File: src/rtl/dmem_ctrl_pkg.sv
// dmem_ctrl_pkg: shared state encoding and default window base for the data-memory controller
package dmem_ctrl_pkg;
  typedef enum logic [2:0] {
    S_IDLE   = 3'd0,
    S_WAIT   = 3'd1,
    S_ACCESS = 3'd2,
    S_RDATA  = 3'd3,
    S_RESP   = 3'd4
  } state_t;
  localparam logic [31:0] DEF_BASE_ADDR = 32'h1000_0000;
endpackage

File: src/rtl/dmem_ctrl.sv
// dmem_ctrl: single-outstanding valid/ready data-bus slave driving a byte-enabled synchronous SRAM
//   clk, rst_n (async, active-low)
//   req_*  : request channel (valid/ready, addr, wdata, sel, we)
//   rsp_*  : response channel (valid/ready, rdata, err), held stable until accepted
//   ram_*  : SRAM port, active only in the ACCESS state; ram_rdata_i valid one cycle after a read
module dmem_ctrl
  import dmem_ctrl_pkg::*;
#(
  parameter logic [31:0] BASE_ADDR   = DEF_BASE_ADDR,
  parameter int          RAM_AW      = 12,
  parameter int          WAIT_CYCLES = 0
) (
  input  logic              clk,
  input  logic              rst_n,
  input  logic              req_valid_i,
  output logic              req_ready_o,
  input  logic [31:0]       req_addr_i,
  input  logic [31:0]       req_wdata_i,
  input  logic [3:0]        req_sel_i,
  input  logic              req_we_i,
  output logic              rsp_valid_o,
  input  logic              rsp_ready_i,
  output logic [31:0]       rsp_rdata_o,
  output logic              rsp_err_o,
  output logic              ram_cs_o,
  output logic              ram_we_o,
  output logic [3:0]        ram_be_o,
  output logic [RAM_AW-1:0] ram_addr_o,
  output logic [31:0]       ram_wdata_o,
  input  logic [31:0]       ram_rdata_i
);
  localparam logic [2:0] WLOAD = 3'(WAIT_CYCLES == 0 ? 0 : WAIT_CYCLES - 1);
  state_t state_q, state_d;
  logic [2:0] cnt_q;
  logic [RAM_AW-1:0] addr_q;
  logic [31:0] wdata_q, rdata_q;
  logic [3:0] sel_q;
  logic we_q, err_q;
  logic in_win, accept, acc;
  // byte offset within a word is deliberately ignored
  logic unused_byte_off;
  assign unused_byte_off = ^req_addr_i[1:0];
  assign in_win = req_addr_i[31:RAM_AW+2] == BASE_ADDR[31:RAM_AW+2];
  assign accept = state_q == S_IDLE && req_valid_i;
  assign acc = state_q == S_ACCESS;
  // held low while reset is asserted so every output reads 0 during reset
  assign req_ready_o = state_q == S_IDLE && rst_n;
  assign rsp_valid_o = state_q == S_RESP;
  assign rsp_rdata_o = rdata_q;
  assign rsp_err_o = err_q;
  assign ram_cs_o = acc;
  assign ram_we_o = acc & we_q;
  assign ram_be_o = acc ? (we_q ? sel_q : 4'hF) : 4'h0;
  assign ram_addr_o = acc ? addr_q : '0;
  assign ram_wdata_o = acc ? wdata_q : '0;
  always_comb begin
    state_d = state_q;
    case (state_q)
      S_IDLE:   if (req_valid_i) state_d = !in_win ? S_RESP : (WAIT_CYCLES == 0 ? S_ACCESS : S_WAIT);
      S_WAIT:   if (cnt_q == 3'd0) state_d = S_ACCESS;
      S_ACCESS: state_d = we_q ? S_RESP : S_RDATA;
      S_RDATA:  state_d = S_RESP;
      S_RESP:   if (rsp_ready_i) state_d = S_IDLE;
      default:  state_d = S_IDLE;
    endcase
  end
  always_ff @(posedge clk or negedge rst_n) begin
    if (!rst_n) begin
      state_q <= S_IDLE;
      cnt_q <= '0;
      addr_q <= '0;
      wdata_q <= '0;
      sel_q <= '0;
      we_q <= 1'b0;
      rdata_q <= '0;
      err_q <= 1'b0;
    end else begin
      state_q <= state_d;
      if (accept) begin
        addr_q <= req_addr_i[RAM_AW+1:2];
        wdata_q <= req_wdata_i;
        sel_q <= req_sel_i;
        we_q <= req_we_i;
        err_q <= !in_win;
        rdata_q <= '0;
        cnt_q <= WLOAD;
      end else if (state_q == S_WAIT) begin
        cnt_q <= cnt_q - 3'd1;
      end
      if (state_q == S_RDATA) rdata_q <= ram_rdata_i;
    end
  end
endmodule

File: config.mk
export PLATFORM = sky130hd
export DESIGN_NAME = dmem_ctrl
export DESIGN_NICKNAME = d
export VERILOG_FILES = /design/src/rtl/dmem_ctrl_pkg.sv /design/src/rtl/dmem_ctrl.sv
export SDC_FILE = /design/constraint.sdc
export NUM_CORES = 1
export LEC_CHECK = 0
export BUFFER_PORTS_ARGS = -buffer_cell sky130_fd_sc_hd__buf_2
export CORE_MARGIN = 5
export CORE_UTILIZATION = 30
export CTS_CLUSTER_DIAMETER = 60
export DETAILED_ROUTE_END_ITERATION = 10
export SKIP_CTS_REPAIR_TIMING = 1
export SLEW_MARGIN = 20
export SYNTH_ARGS = -nofsm -noshare
export SYNTH_HDL_FRONTEND = slang
export SYNTH_SLANG_ARGS = --single-unit
File: constraint.sdc
create_clock -name clk -period 2.4 [get_ports clk]
set_clock_uncertainty 0.15 [all_clocks]
set_input_delay 0.72 -clock clk [delete_from_list [all_inputs] [get_ports clk]]
set_output_delay 0.72 -clock clk [all_outputs]
set_load 0.005 [all_outputs]
==> results.sh <==
export IMPL_place_congestion=0.747
export IMPL_worstSetupEndpointType="primary output"
export IMPL_grt_ovfl_total=0
export IMPL_synth_cell_types=27
export IMPL_hold_class="reg -> reg"
export IMPL_setup_viol=0
export IMPL_fmax_ghz=0.429
export IMPL_cts_buffer_depth=2
export IMPL_grt_pass1_wl_mm=17.6
export IMPL_slowest_stage="dfrtp_2"
export IMPL_yosysWarnings=0
export IMPL_initial_core_util=0.309
export IMPL_grt_pass1_vias=3502
export IMPL_core_rowCount=41
export IMPL_synth_common_cells="dfrtp_1 (88), nand2_1 (76), and3_1 (45), o21ai_0 (37), mux2_2 (27)"
export IMPL_postSynthCellCount=363
export IMPL_synth_area_um2=3930
export IMPL_routed_wl_mm=10.7
export IMPL_via_per_inst=4.55
export IMPL_die_x_um=124
export IMPL_cts_tree="built"
export IMPL_drc=0
export IMPL_clockRootBuffer="clkbuf_16"
export IMPL_maxCapViolCount=0
export IMPL_die_y_um=124
export IMPL_final_max_slew_viol_count=0
export IMPL_grt_start_max_net_pins=51
export IMPL_synth_top_area_frac=0.561
export IMPL_power_density_nw_per_um2=662
export IMPL_synth_async_reset_ratio=1.00
export IMPL_worst_pin_slew_ns=0.652
export IMPL_wl_met3_um=813
export IMPL_worstPathArrival_ns=1.46
export IMPL_synth_seq_cells=88
export IMPL_dp_hpwl_mm=7.82
export IMPL_path_cells="nor2_4 > buf_12 > and3_4 > buf_2"
export IMPL_hold_slack_ns=0.336
export IMPL_finalHoldViolCount=0
export IMPL_clk_latency_ns=0.33
export IMPL_diodes=0
export IMPL_yosysMostFrequentCell="dfrtp_1"
export IMPL_utilization=0.420
export IMPL_areaGrowthSynthToFinish_pct=36.1
export IMPL_dr_pass1_iters=4
export IMPL_core_um2=12700
export IMPL_ios=190
export IMPL_synth_seq_area_share=0.561
export IMPL_fin_crit_sh=0.972
export IMPL_clkTransAtPathRegs_ns=0.06
export IMPL_nets=654
export IMPL_finalCriticalPeriod_ns=2.33
export IMPL_grt_use_total=0.139
export IMPL_antenna_found_initial=1
export IMPL_wl_met1_mm=4.67
export IMPL_power_leakage_nw=2.90
export IMPL_slew_headroom=0.565
export IMPL_h_tree_depth=3
export IMPL_syn_nets=470
export IMPL_startpoint_type="flop"
export IMPL_synth_area_leaders="dfrtp_1 (56%), mux2_2 (7.7%), nand2_1 (7.3%)"
export IMPL_ir_drop_mv=0.266
export IMPL_yosys_area_top_type="dfrtp_1"
export IMPL_wl_met2_mm=5.06
export IMPL_whs_path_depth=2
export IMPL_cts_made_buffers=9
export IMPL_cp_slowest_stage_delay_ns=0.47
export IMPL_crit_type="reg -> out"
export IMPL_routed_top_layer="met5"
export IMPL_synth_edff_count=0
export IMPL_vias=3287
export IMPL_synthFlopType="dfrtp_1"
export IMPL_drt_iter0_markers=117
export IMPL_antenna_left=0
export IMPL_fp_dieArea_um2=15500
export IMPL_detail_route_wl_per_cell_um=14.8
export IMPL_path_max_fanout=33
export IMPL_avgSynthCellArea_um2=10.8
export IMPL_outcome="completed"
export IMPL_crit_required_ns=1.53
export IMPL_numPortBuffers=187
export IMPL_rsz0062_at_grt="yes"
export IMPL_r2r_cells=4
export IMPL_drive_above_1_share=0.480
export IMPL_clkSinkCount=88
power by group:
| group | switching (mW) | internal [mW] |
|---|---|---|
| Combinational | 0.212 | 0.303 |
| Sequential | 0.0982 | 1.68 |
| Clock | 0.533 | 0.718 |
| Total | 0.843 | 2.70 |
stage by stage:
step	setup WS (ns)	instance area, µm²	instances	setup TNS, ns	total power [mW]
finish	0.0671	5340	722	0	3.54
floorplan	0.327	3930	363	0	2.09
detailed placement	-0.0495	5080	708	-0.0744	2.32
CTS	-0.0590	5330	722	-1.52	3.61
global placement	0.0417	5080	708	0	2.30
global route	-0.0399	5340	722	-0.222	3.74
critical path: cells and delay by family (launching register included):
kind	cells	cell delay, ns
buffers and inverters	2	0.28
DFF	1	0.47
and+or+nand+nor	2	0.37
final timing paths:
kind	start	endpoint	slack (ns)
max	state_q[2]	ram_wdata_o[21]	0.07
min	cnt_q[1]	cnt_q[1]	0.34
max reg2reg	state_q[2]	wdata_q[13]	0.55
min reg2reg	cnt_q[1]	cnt_q[1]	0.34
max in group asynchronous	rst_n	state_q[2]	0.77
min in group asynchronous	rst_n	wdata_q[29]	0.36
cells in the final DEF (no fill, tap or decap), drive strengths merged, types with 3 or more instances in the layout:
cell type and count:
o21ai 42, nor2 6, nor4 3, a21oi 5, and3 45, nand2 76, clkbuf 13, dfrtp 88
buf 200, mux2 45, inv 11
layer usage:
| metal | vias up | global-route usage |
|---|---|---|
| li1 | 1591 | - |
| met1 | 1559 | 0.175 |
| met2 | 123 | 0.222 |
| met3 | 12 | 0.0450 |
| met4 | 2 | 0.0503 |
| met5 | - | 0 |
cell families (layout without fill, tap and decap cells):
logic type,after synthesis,count (layout),share of synthesized area
AND/OR/NAND/NOR,140,140,0.172
flip-flops,88,88,0.561
AO/OA/AOI/OAI,49,49,0.0638
buffers and inverters,38,225,0.0475
multiplexers,46,46,0.149
adder cells (fa/ha/maj),2,2,0.00637
final cells by class:
cell class / count / area, µm²
Multi-Input combinational cell: 237 / 1550
Clock buffer: 13 / 250
Sequential cell: 88 / 2200
Fill cell: 1288 / 7380
Timing Repair Buffer: 200 / 1070
Tap cell: 172 / 215
Clock inverter: 1 / 5.00
Inverter: 11 / 41.3
registers in the layout, summed over array words and instances (netlist names):
register	count
we_q	1
cnt_q	3
state_q	3
addr_q	12
wdata_q	32
rsp_rdata_o	32
sel_q	4
rsp_err_o	1
Power figures use the tool's default switching activity.
